[config.mk]
export PLATFORM = sky130hd
export DESIGN_NAME = mux_n_rr_flat
export DESIGN_NICKNAME = d
export VERILOG_FILES = /design/src/rtl/mux_n_rr_if.sv /design/src/rtl/mux_n_rr.sv /design/src/flat_wrapper.sv
export SDC_FILE = /design/constraint.sdc
export NUM_CORES = 1
export LEC_CHECK = 0
export BUFFER_PORTS_ARGS = -buffer_cell sky130_fd_sc_hd__buf_4
export CAP_MARGIN = 40
export CORE_ASPECT_RATIO = 0.9
export CORE_MARGIN = 1
export CORE_UTILIZATION = 38
export CTS_CLUSTER_DIAMETER = 50
export DETAILED_ROUTE_END_ITERATION = 7
export GPL_TIMING_DRIVEN = 0
export PLACE_DENSITY = 0.75
export SYNTH_ARGS = -nofsm -noshare
export SYNTH_HDL_FRONTEND = slang
export SYNTH_SLANG_ARGS = --single-unit
export TNS_END_PERCENT = 20
[constraint.sdc]
create_clock -name clk -period 1.9 [get_ports clk]
set_input_delay 0.38 -clock clk [delete_from_list [all_inputs] [get_ports clk]]
set_output_delay 0.38 -clock clk [all_outputs]
set_load 0.02 [all_outputs]
[src/rtl/mux_n_rr_if.sv]
// mux_n_rr_if: channel and output stream signals for mux_n_rr
// in_last exists only when MUX_LOCK_EN is defined
interface mux_n_rr_if #(
  parameter int WIDTH = 3,
  parameter int CH = 4
);
  localparam int SELW = $clog2(CH);
  logic [CH*WIDTH-1:0] in_data;
  logic [CH-1:0] in_valid;
  logic [CH-1:0] in_ready;
`ifdef MUX_LOCK_EN
  logic [CH-1:0] in_last;
`endif
  logic [WIDTH-1:0] out_data;
  logic [SELW-1:0] out_sel;
  logic out_valid;
  logic out_ready;
  modport slave (
    input in_data, in_valid, out_ready,
`ifdef MUX_LOCK_EN
    input in_last,
`endif
    output in_ready, out_data, out_sel, out_valid
  );
  modport master (
    output in_data, in_valid, out_ready,
`ifdef MUX_LOCK_EN
    output in_last,
`endif
    input in_ready, out_data, out_sel, out_valid
  );
endinterface

[src/rtl/mux_n_rr.sv]
// mux_n_rr: N-to-1 stream mux, fixed or round-robin select, registered output
// MUX_LOCK_EN keeps a round-robin grant on one channel until its in_last beat
module mux_n_rr #(
  parameter int WIDTH = 3,
  parameter int CH = 4,
  localparam int SELW = $clog2(CH)
) (
  input logic clk,
  input logic rst,
  input logic mode,
  input logic [SELW-1:0] s,
  mux_n_rr_if.slave bus
);
  logic [WIDTH-1:0] ch_data [CH];
  logic [SELW-1:0] ptr, g, nxt;
  logic gv, load;
`ifdef MUX_LOCK_EN
  logic lock;
  logic [SELW-1:0] locked;
`endif
  assign load = !rst && (!bus.out_valid || bus.out_ready);
  assign nxt = (int'(g) == CH - 1) ? '0 : g + 1'b1;
  for (genvar i = 0; i < CH; i++) begin : g_ch
    assign ch_data[i] = bus.in_data[i*WIDTH +: WIDTH];
    assign bus.in_ready[i] = load && gv && g == SELW'(i);
  end
  // descending scan: the lowest offset from ptr is written last and wins
  always_comb begin
    g = '0;
    gv = 1'b0;
    if (!mode) begin
      g = s;
      gv = int'(s) < CH && bus.in_valid[s];
    end else begin
      for (int k = CH - 1; k >= 0; k--)
        if (bus.in_valid[(int'(ptr) + k) % CH]) begin
          g = SELW'((int'(ptr) + k) % CH);
          gv = 1'b1;
        end
`ifdef MUX_LOCK_EN
      if (lock) begin
        g = locked;
        gv = bus.in_valid[locked];
      end
`endif
    end
  end
  always_ff @(posedge clk) begin
    if (rst) begin
      bus.out_valid <= 1'b0;
      bus.out_data <= '0;
      bus.out_sel <= '0;
      ptr <= '0;
`ifdef MUX_LOCK_EN
      lock <= 1'b0;
      locked <= '0;
`endif
    end else begin
`ifdef MUX_LOCK_EN
      if (!mode) lock <= 1'b0;
`endif
      if (load) begin
        bus.out_valid <= gv;
        if (gv) begin
          bus.out_data <= ch_data[g];
          bus.out_sel <= g;
`ifdef MUX_LOCK_EN
          if (mode) begin
            lock <= !bus.in_last[g];
            locked <= g;
            if (bus.in_last[g]) ptr <= nxt;
          end
`else
          if (mode) ptr <= nxt;
`endif
        end
      end
    end
  end
endmodule

[src/flat_wrapper.sv]
// flat-port wrapper written by rule: the top's interface ports become plain ports
module mux_n_rr_flat 
#(
  parameter int WIDTH = 3,
  parameter int CH = 4,
  localparam int SELW = $clog2(CH)
)
  (clk, rst, mode, s, bus_in_data, bus_in_valid, bus_out_ready, bus_in_ready, bus_out_data, bus_out_sel, bus_out_valid);
  mux_n_rr_if #(.WIDTH(WIDTH), .CH(CH)) bus_i ();
  input logic clk;
  input logic rst;
  input logic mode;
  input logic [SELW-1:0] s;
  input wire logic [$bits(bus_i.in_data)-1:0] bus_in_data;
  input wire logic [$bits(bus_i.in_valid)-1:0] bus_in_valid;
  input wire logic [$bits(bus_i.out_ready)-1:0] bus_out_ready;
  output wire logic [$bits(bus_i.in_ready)-1:0] bus_in_ready;
  output wire logic [$bits(bus_i.out_data)-1:0] bus_out_data;
  output wire logic [$bits(bus_i.out_sel)-1:0] bus_out_sel;
  output wire logic [$bits(bus_i.out_valid)-1:0] bus_out_valid;
  assign bus_i.in_data = bus_in_data;
  assign bus_i.in_valid = bus_in_valid;
  assign bus_i.out_ready = bus_out_ready;
  assign bus_in_ready = bus_i.in_ready;
  assign bus_out_data = bus_i.out_data;
  assign bus_out_sel = bus_i.out_sel;
  assign bus_out_valid = bus_i.out_valid;
  mux_n_rr #(.WIDTH(WIDTH), .CH(CH)) u_core (.clk(clk), .rst(rst), .mode(mode), .s(s), .bus(bus_i));
endmodule
After elaboration in Yosys (flattened, before gate mapping) --
Index checks and enable logic that the tools add are counted.
Storage, ports and cells: register bits 8, logic and storage cells 64, input port bits 22
Operators by class: order comparisons 6, multiplexer cells 27, add/subtract/negate cells 4, equal/unequal tests 4, reduce and logical (&&, ||, !) cells 15, bitwise logic cells 4
Operator list (count):
- two-way mux 1 bit | 13
- < comparator 3 x 4 -> 1 bit, second input constant | 3
- two-way mux 2 bit | 6
- binary-select mux 1 bit (select 2 bit) | 5
- binary-select mux 3 bit (select 2 bit) | 1
- logical AND 1 bit | 6
- < comparator 2 x 3 -> 1 bit, second input constant | 2
- two-way mux 3 bit | 2
- OR reduction 2 bit | 3
- adder 2 x 1 -> 2 bit, second input constant | 2
- adder 2 bit, second input constant | 2
- equality test 2 x 1 -> 1 bit, second input constant | 2
- equality test 2 bit, second input constant | 2
- AND 1 bit, first input constant | 3
- greater-or-equal comparator 3 bit, second input constant | 1
- inverter 2 -> 3 bit | 1
- AND reduction 3 bit | 1
- zero test 1 bit | 2
- zero test 2 bit | 1
- AND reduction 2 bit | 1
- logical OR 1 bit | 1

Longest topological paths before layout --
Gate-level depths: netlist of the first run.
depth in word-level cells 15, mapped depth 8, gate-level depth less buffers 8

Worst setup path before layout of the first run --
OpenSTA, ideal clock, no wires.
path type in2out, start input bus_in_valid[1], end output bus_in_ready[2], arrival time 1669 ps, setup slack -149 ps, stages 6, path through a21boi_0 a211oi_1 o221ai_2 nand2_2 inv_1 nor3_1
Between the ends: longest elaborated chain between the ends 10
RTL lines:
- start, declared | RTL line flat_wrapper.sv:15 | input wire logic [$bits(bus_i.in_valid)-1:0] bus_in_valid;
- binary-select mux 1 bit (select 2 bit) | RTL line mux_n_rr.sv:36 | if (bus.in_valid[(int'(ptr) + k) % CH]) begin
- two-way mux 1 bit (implied by the code) (2 in series) | RTL line mux_n_rr.sv:36
- two-way mux 2 bit / two-way mux 1 bit (equally long branches) (4 in series) | RTL line mux_n_rr.sv:36
- two-way mux 2 bit / two-way mux 1 bit (equally long branches) | RTL line mux_n_rr.sv:31 | if (!mode) begin
- equality test 2 bit / logical AND 1 bit (equally long branches) | RTL line mux_n_rr.sv:25 | assign bus.in_ready[i] = load && gv && g == SELW'(i);
- logical AND 1 bit * | RTL line mux_n_rr.sv:25
- end, declared | RTL line flat_wrapper.sv:17 | output wire logic [$bits(bus_i.in_ready)-1:0] bus_in_ready;
Every way passes the cells marked *; elsewhere a longest branch is shown, timed or not. The select of a mux whose other input is x is not followed.

Worst setup path in the final report of the first run --
start register u_core.ptr[1], end output bus_in_ready[3]
Between the ends: longest elaborated chain between the ends 11
RTL lines:
- start, declared | RTL line mux_n_rr.sv:15 | logic [SELW-1:0] ptr, g, nxt;
- start signal, assigned | RTL line mux_n_rr.sv:74 | if (mode) ptr <= nxt;
- adder 2 bit | RTL line mux_n_rr.sv:36, mux_n_rr.sv:37
- binary-select mux 1 bit (select 2 bit) | RTL line mux_n_rr.sv:36
- two-way mux 1 bit (implied by the code) (2 in series) | RTL line mux_n_rr.sv:36
- two-way mux 2 bit / two-way mux 1 bit (equally long branches) (4 in series) | RTL line mux_n_rr.sv:36
- two-way mux 2 bit / two-way mux 1 bit (equally long branches) | RTL line mux_n_rr.sv:31
- equality test 2 bit / logical AND 1 bit (equally long branches) | RTL line mux_n_rr.sv:25
- logical AND 1 bit * | RTL line mux_n_rr.sv:25
Marked as above.

==> results of run 1 <==
[timing repair]
item / 4_1_cts / 5_1_grt
pin swaps: 7 / 6
endpoints found under the setup margin: 5 / 4
gates resized for setup: 16 / 4
buffers inserted: 6 / 3
[routing by layer]
layer  track usage [%]  part of all wire [%]  vias to the layer above
li1                  -                     -                      356
met1              27.1                    44                      332
met2              35.8                    51                       18
met3              5.53                   4.1                        2
met4              6.25                  0.75                        0
met5                 0                     0                        -
[area by class of cell]
class / count / area, µm²
Inverter: 5 / 23.8
Tap cell: 15 / 18.8
Fill cell: 126 / 448
Sequential cell: 8 / 165
Buffer: 1 / 3.75
Multi-Input combinational cell: 57 / 462
Clock buffer: 3 / 22.5
Timing Repair Buffer: 40 / 304
[worst min-delay path by stage]
| stage | start | end | slack, ps |
|---|---|---|---|
| CTS | rst | u_core.ptr[0]$_SDFFE_PP0P_ | 350 |
| floorplan | rst | u_core.ptr[0]$_SDFFE_PP0P_ | 440 |
| global route | rst | u_core.ptr[0]$_SDFFE_PP0P_ | 340 |
| detailed placement | u_core.bus.out_sel[0]$_SDFFE_PP0P_ | u_core.bus.out_sel[0]$_SDFFE_PP0P_ | 480 |
| global placement | u_core.bus.out_sel[0]$_SDFFE_PP0P_ | u_core.bus.out_sel[0]$_SDFFE_PP0P_ | 470 |
| finish | rst | u_core.ptr[0]$_SDFFE_PP0P_ | 340 |
[critical path, cell delays in order (launching register included)]
cell,delay [ps]
dfxtp_4,370
and3b_1,170
a211oi_2,230
o221ai_2,140
nand2_2,120
inv_4,60
ha_4,150
and2_4,130
buf_6,120
[sequential cells by signal, indices dropped and copies added (netlist names)]
signal and flops:
u_core.ptr 2, u_core.bus.out_data 3, u_core.bus.out_sel 2, u_core.bus.out_valid 1
[synth_stat cells, drive strengths merged]
master	n	share of area [%]
and3b	2	3.0
nor3b	2	3.4
ha	1	2.1
mux4	1	4.4
nor2	7	4.4
o31ai	3	3.8
or2	1	1.1
o221ai	1	2.5
dfxtp	8	27
a21boi	1	1.3
o21ai	3	2.5
inv	5	3.2
a21oi	4	3.4
nor3	1	0.84
and3	7	7.4
nand3b	4	5.1
a211o	1	1.5
mux2i	2	3.4
a211oi	9	12
buf	1	0.63
nand2	3	2.3
nand2b	2	2.1
or4	1	1.3
and2	1	1.1
[power by group]
part | internal (mW) | switching (mW)
clock | 0.0726 | 0.0617
sequential | 0.190 | 0.0157
combinational | 0.144 | 0.136
total | 0.407 | 0.213
[kinds of logic after synthesis]
logic type               count (synthesis)  synth area share [%]
AO/OA/AOI/OAI                           22                  27.3
multiplexers                             3                  7.82
flip-flops                               8                  27.1
adder cells (fa/ha/maj)                  1                  2.11
AND/OR/NAND/NOR                         31                  31.9
buffers and inverters                    6                  3.80
==> impl_results.md, run 1 <==
- DIE WIDTH: ~44 µm
- Warnings, synthesis: 0
- Final ANT Viol Nets: 0
- I/O Pins: 32
- Sequential share of the synthesized area: roughly 27%
- Layout area overhead: 68.9%
- Unrepaired setup endpoints after global routing: true
- Die ar.: ~1700 µm²
- Initial antenna violation count: 0
- Vias/cell: 5.49
- Vias in the first global route: ~600
- Global Route Usage Sum: ~21%
- Hold Crit Class: input port to flip-flop
- Worst Tran Pin Value: ~370 ps
- Initial Util: 40.9%
- Pre-CTS setup slack: -413 ps
- Max Cap Viol: 0
- Synth Net Count: between 90 and 100
- H-tree depth: 1
- Reg2reg start: u_core.ptr[1]$_SDFFE_PP0P_
- TritonRoute pass-1 iters: 8
- Pin count of the biggest net entering global routing: 10
- Row cnt: 13
- WHS: approximately 340 ps
- Worst Setup SP: u_core.ptr[1]$_SDFFE_PP0P_
- Vias: 708
- Synth Instances: 71
- Netlist cell types: 28
- Hold depth: 2
- Critical Path End Type: output port
- Root Driver: clkbuf_4
- Cells after DPL: 117
- CP max FO: 7
- VDD IR-drop max: between 0.2 and 0.25 mV
- Slew Limit Fails: 0
- Setup TNS: -719 ps
- Fin. Hold Viols: 0
- CTS tree: yes
- Worst Reg-to-Reg Cells: 8
- Routed Wire Length: roughly 1700 µm
- Crit path arrival time: ~1700 ps
- CTS clk-pin slew, worst paths: 60 ps
- Clk buf depth: 2
- Area of placed instances: 848 µm²
- # hold bufs at CTS: 0
- Synthesized flop and latch total: 8
- Tmin final: roughly 2100 ps
- Failing checks: design-rule violations, negative setup slack
- Global-route wire length before repair: between 2000 and 3000 µm
- Gr ovfl total: 0
- Tcrit/Tclk final: 111%
- P per Cell Area: around 620 nW/µm²
- Commonest non-fill, non-tap cells in the layout: 39 x buf_4, 7 x nor2_1, 7 x and3_1
- Crit start category: flip-flop
- Iter 0 DRT Violations: 15
- Max_slew headroom: approximately 75%
- Status: complete, but fails checks
- DRC errors left: 3
- Register-to-register setup slack: 60 ps
- Crit path required time: 1520 ps
- Worst r2r dst: u_core.bus.out_data[1]$_SDFFE_PP0P_
- Final Util: 69.1%
- Final Cell Area: ~1000 µm²
- Power, Total: around 0.62 mW
- Leak: 0.463 nW
- Gpl congestion: 0.705
- Final HPWL DP: ~1200 µm
- Fraction of layout instances using a drive strength above 1: ~55%
- Core region area: between 1000 and 1500 µm²
- Setup Crit Path Kind: flip-flop to output port
- Final setup viols: 4
- Fmax: about 0.47 GHz
- Commonest non-fill, non-tap cell in the layout: buf_4
- Syn Area/Cell: roughly 8.3 µm²
- Clock sink total: 8
- Clk_lat worst skew: approximately 250 ps
- Fin cells: between 100 and 150
- Final #Nets: approximately 140
- Port bufs: 31
- Worst Setup Slack, final: -215 ps
- Number of diodes: 0
- Num CTS Buffers: 3
- Final Skew: approximately 1.8 ps
- Setup crit end: bus_in_ready[3]
- Mapped Area: just under 600 µm²
- Chip Height: slightly below 40 µm
- Mean routed wirelength per cell: 13.5 µm
Power figures use the tool's default switching activity.
==> run 2, diff against run 1 <==
==> constraint.sdc (replaced) <==
create_clock -name clk -period 1.9 [get_ports clk]
set_input_delay 0.38 -clock clk [delete_from_list [all_inputs] [get_ports clk]]
set_output_delay 0.38 -clock clk [all_outputs]
set_load 0.05 [all_outputs]
==> run 2 against run 1 <==
The run still ends with design-rule violations, negative setup slack left. Sequential share of layout area shrank 1.2 points. Hold slack got worse by 0.75 ps. Global-route usage grew 2.5 points. Critical endpoint is now bus_in_ready[1]. Highest routed layer unchanged.
==> impl_results.md, run 2 (synthesis results as in run 1) <==
- Vias in the first global route: 657
- Global Route Usage Sum: 24.0%
- Final setup viols: 4
- # hold bufs at CTS: 0
- Clk buf depth: 2
- Port bufs: 31
- Chip Height: around 40 µm
- Power, Total: approximately 0.71 mW
- Register-to-register setup slack: 50 ps
- Failing checks: design-rule violations, negative setup slack
- Number of diodes: 0
- P per Cell Area: around 660 nW/µm²
- Die ar.: between 1500 and 2000 µm²
- Max_slew headroom: 79.6%
- Clock sink total: 8
- Largest register by flop count: u_core.bus.out_data
- Final HPWL DP: roughly 1200 µm
- Vias: 739
- Setup crit end: bus_in_ready[1]
- Fin. Hold Viols: 0
- I/O Pins: 32
- DIE WIDTH: around 44 µm
- CTS clk-pin slew, worst paths: about 60 ps
- VDD IR-drop max: between 0.3 and 0.4 mV
- Initial antenna violation count: 0
- Worst Setup SP: u_core.ptr[1]$_SDFFE_PP0P_
- Final Util: 74.2%
- DRC errors left: 4
- Fillers: ~110
- Setup Crit Path Kind: flip-flop to output port
- Hold Crit Class: input port to flip-flop
- Gpl congestion: 0.804
- Fin cells: roughly 130
- Slew Limit Fails: 0
- FF/Latch Area: around 170 µm²
- Layout area overhead: 81.6%
- Final Cell Area: around 1100 µm²
- Worst Reg-to-Reg Cells: 8
- Clk_lat worst skew: 260 ps
- Commonest non-fill, non-tap cells in the layout: 38 x buf_4, 7 x and3_1, 6 x dfxtp_1
- Final #Nets: 142
- Final ANT Viol Nets: 0
- CTS tree: yes
- Leak: 0.495 nW
- Fraction of layout instances using a drive strength above 1: between 50% and 60%
- Setup TNS: -1040 ps
- Largest registers: u_core.bus.out_data: 3 flops, u_core.bus.out_sel: 2 flops, u_core.ptr: 2 flops
- Worst r2r dst: u_core.bus.out_data[2]$_SDFFE_PP0P_
- TritonRoute pass-1 iters: 6
- Fmax: approximately 0.46 GHz
- Num CTS Buffers: 3
- Global-route wire length before repair: about 2900 µm
- Initial Util: 40.9%
- Area of placed instances: 861 µm²
- Crit path required time: between 1500 and 2000 ps
- Reg2reg start: u_core.ptr[1]$_SDFFE_PP0P_
- H-tree depth: 1
- Mean routed wirelength per cell: ~14 µm
- Vias/cell: approximately 5.6
- Final Skew: 5.99 ps
- Critical Path End Type: output port
- Commonest non-fill, non-tap cell in the layout: buf_4
- Max FFs per register: 3
- Worst Tran Pin Value: between 300 and 400 ps
- Max Cap Viol: 0
- Tmin final: approximately 2200 ps
- Crit start category: flip-flop
- Pre-CTS setup slack: -543 ps
- WHS: between 300 and 400 ps
- Gr ovfl total: 0
- Routed Wire Length: approximately 1900 µm
- CP max FO: 8
- Core region area: 1450 µm²
- Row cnt: 13
- Footprint of the multi-input gates: slightly below 500 µm²
- Pin count of the biggest net entering global routing: 10
- Crit path arrival time: around 1800 ps
- Iter 0 DRT Violations: 19
- Tcrit/Tclk final: 114%
- Worst Setup Slack, final: -268 ps
- Root Driver: clkbuf_4
- Status: complete, but fails checks
- Cells after DPL: ~120
- Unrepaired setup endpoints after global routing: true
## run 2: cell count changes in the layout (fill, tap and decap cells not counted), sizes merged
cell	previous run	this run
buf	41	44
## run 2: layer usage
layer  up-vias  global-route usage [%]  wire length, µm  part of all wire (%)
met4         0                    10.9               10                  0.53
met3         2                    4.61               62                   3.3
met1       356                    27.5              817                    43
met5         -                       0                0                     0
met2        20                    43.3              994                    53
li1        361                       -                -                     -
## run 2: area by class of cell
type | instances | share of cell area (%)
buffer | 1 | 0.349
clock buffer | 3 | 2.10
inverter | 5 | 2.21
multi-input combinational | 57 | 45.3
sequential | 8 | 15.4
tap | 15 | 1.75
timing repair buffer | 43 | 32.9
## run 2: how the worst min path moves through the flow
stage | to | startpoint | slack, ps | depth (start not counted)
global route | u_core.ptr[0]$_SDFFE_PP0P_ | rst | 350 | 2
finish | u_core.ptr[0]$_SDFFE_PP0P_ | rst | 340 | 2
global placement | u_core.bus.out_sel[0]$_SDFFE_PP0P_ | u_core.bus.out_sel[0]$_SDFFE_PP0P_ | 470 | 2
detailed placement | u_core.bus.out_sel[0]$_SDFFE_PP0P_ | u_core.bus.out_sel[0]$_SDFFE_PP0P_ | 490 | 2
floorplan | u_core.ptr[0]$_SDFFE_PP0P_ | rst | 440 | 1
CTS | u_core.ptr[0]$_SDFFE_PP0P_ | rst | 340 | 2
## run 2: repair_timing
item / CTS / global route
pin swaps: 7 / 5
resized for setup: 18 / 9
setup buffers: 9 / 3
setup endpoints to repair: 5 / 5
## run 2: power breakdown
part | internal [mW] | leakage, nW | total, mW | switching, mW
sequential | 0.191 | 0.0674 | 0.208 | 0.0171
clock | 0.0724 | 0.0138 | 0.131 | 0.0590
combinational | 0.166 | 0.414 | 0.369 | 0.203
## run 2: critical path, cell delays in order (launching register included)
cell      delay (ps)
dfxtp_4          370
and3b_1          190
a211oi_2         220
o221ai_2         140
nand2_2          130
buf_4            120
buf_4            170
nor2_4            50
buf_6            140
==> run 3, diff against run 2 <==
MAX_ROUTING_LAYER = met4   (was default)
==> run 3 against run 2 <==
Wire length is 0.32% lower. Setup slack hardly changed. The flow still finishes with violations (design-rule violations, negative setup slack). Combinational power hardly changed. Hold slack worse by 0.97 ps. Via count is 0.27% higher. Cell area stayed put. Critical path type unchanged. Critical path depth stayed put. Flip-flop and latch count stayed put. First-iteration DRC count stayed put. Utilization stayed put. Power hardly changed. Clock skew hardly changed.
==> impl_results.md, run 3 (synthesis results as in run 1) <==
- Status: complete, but fails checks
- Failing checks: design-rule violations, negative setup slack
- Clk buf depth: 2
- Unrepaired setup endpoints after global routing: true
- Core region area: between 1000 and 1500 µm²
- Fmax: 0.461 GHz
- Power, Total: just over 0.7 mW
- Vias in the first global route: approximately 660
- Mean routed wirelength per cell: around 14 µm
- Reg2reg start: u_core.ptr[1]$_SDFFE_PP0P_
- Worst min-delay path startpoint: rst
- Final #Nets: roughly 140
- TritonRoute pass-1 iters: 6
- Die ar.: about 1700 µm²
- Max_slew headroom: 79.4%
- Leak: 0.495 nW
- Hold Crit Class: input port to flip-flop
- Crit path arrival time: roughly 1800 ps
- Vias: ~740
- Worst Setup SP: u_core.ptr[1]$_SDFFE_PP0P_
- Setup Crit Path Kind: flip-flop to output port
- Clock sink total: 8
- Port bufs: 31
- # hold bufs at CTS: 0
- Final Util: approximately three quarters
- CTS tree: yes
- Slew Limit Fails: 0
- Crit path required time: 1520 ps
- Vias/cell: 5.61
- Largest register by flop count: u_core.bus.out_data
- VDD IR-drop max: 0.316 mV
- Fraction of layout instances using a drive strength above 1: around three fifths
- Final ANT Viol Nets: 0
- Worst Setup Slack, final: -269 ps
- Tmin final: around 2200 ps
- Pre-CTS setup slack: -543 ps
- Pin count of the biggest net entering global routing: 10
- Fillers: around 110
- Initial Util: between 40 and 50%
- P per Cell Area: between 600 and 700 nW/µm²
- Initial antenna violation count: 0
- Tcrit/Tclk final: 114%
- Fin. Hold Viols: 0
- Clk_lat worst skew: approximately 260 ps
- WHS: approximately 340 ps
- Max FFs per register: 3
- Final Skew: slightly below 6 ps
- Root Driver: clkbuf_4
- CTS clk-pin slew, worst paths: 60 ps
- Gpl congestion: between 0.8 and 0.9
- Iter 0 DRT Violations: 19
- Largest registers: u_core.bus.out_data: 3 flops, u_core.bus.out_sel: 2 flops, u_core.ptr: 2 flops
- Commonest non-fill, non-tap cell in the layout: buf_4
- Critical Path End Type: output port
- Fin cells: about 130
- Layout area overhead: 81.6%
- Final HPWL DP: between 1000 and 1500 µm
- Footprint of the multi-input gates: just under 500 µm²
- Num CTS Buffers: 3
- Worst Tran Pin Value: 308 ps
- Global Route Usage Sum: 24.6%
- Register-to-register setup slack: approximately 50 ps
- FF/Latch Area: between 150 and 200 µm²
- Commonest non-fill, non-tap cells in the layout: 38 x buf_4, 7 x and3_1, 6 x dfxtp_1
- DIE WIDTH: 43.6 µm
- Cells after DPL: 117
- Final setup viols: 4
- Row cnt: 13
- Global-route wire length before repair: 2920 µm
- Chip Height: about 39 µm
- Routed Wire Length: 1880 µm
- Number of diodes: 0
- Crit start category: flip-flop
- Gr ovfl total: 0
- H-tree depth: 1
- I/O Pins: 32
- Max Cap Viol: 0
- DRC errors left: 4
- CP max FO: 8
run 3: cell counts in the layout (fill, tap and decap cells not counted):
Identical to the previous run, type by type.
run 3: stage by stage:
stage / area [µm²] / setup TNS [ps]
after floorplan: 609 / -493
after global placement: 861 / -1510
after detailed placement: 861 / -1670
after CTS: 997 / -931
after global routing: 1070 / -1350
final: 1070 / -1040
run 3: layout make-up:
class                      instances  share of cell area, %
sequential                         8                   15.4
buffer                             1                  0.349
timing repair buffer              43                   32.9
clock buffer                       3                   2.10
multi-input combinational         57                   45.3
tap                               15                   1.75
inverter                           5                   2.21
run 3: worst max-delay path, stage by stage, from the launching register on:
cell and delay [ps]:
dfxtp_4 370, and3b_1 190, a211oi_2 220, o221ai_2 140, nand2_2 130, buf_4 120
buf_4 170, nor2_4 50, buf_6 140
run 3: repair_timing:
action | CTS | global route
pin swaps | 7 | 5
endpoints found under the setup margin | 5 | 5
resized for setup | 18 | 9
setup buffers | 9 | 3
run 3: worst paths after layout:
check	end	cells past startpoint
hold reg to reg	u_core.bus.out_sel[0]$_SDFFE_PP0P_	2
setup / recovery	bus_in_ready[1]	8
hold / removal	u_core.ptr[0]$_SDFFE_PP0P_	2
setup reg to reg	u_core.bus.out_data[2]$_SDFFE_PP0P_	8
run 3: per-layer routing:
metal  vias to the layer above  track usage (%)  part of all wire (%)
met4                         0             10.9                  0.53
met3                         2             4.61                   3.3
met5                         -                -                     0
met2                        20             43.3                    53
met1                       357             27.5                    43
li1                        362                -                     -
run 3: power by group:
part           total (mW)  leakage, nW  switching [mW]  internal (mW)
Combinational       0.369        0.414           0.203          0.166
Clock               0.132       0.0138          0.0592         0.0724
Sequential          0.208       0.0674          0.0170          0.191
Total               0.708        0.495           0.279          0.429
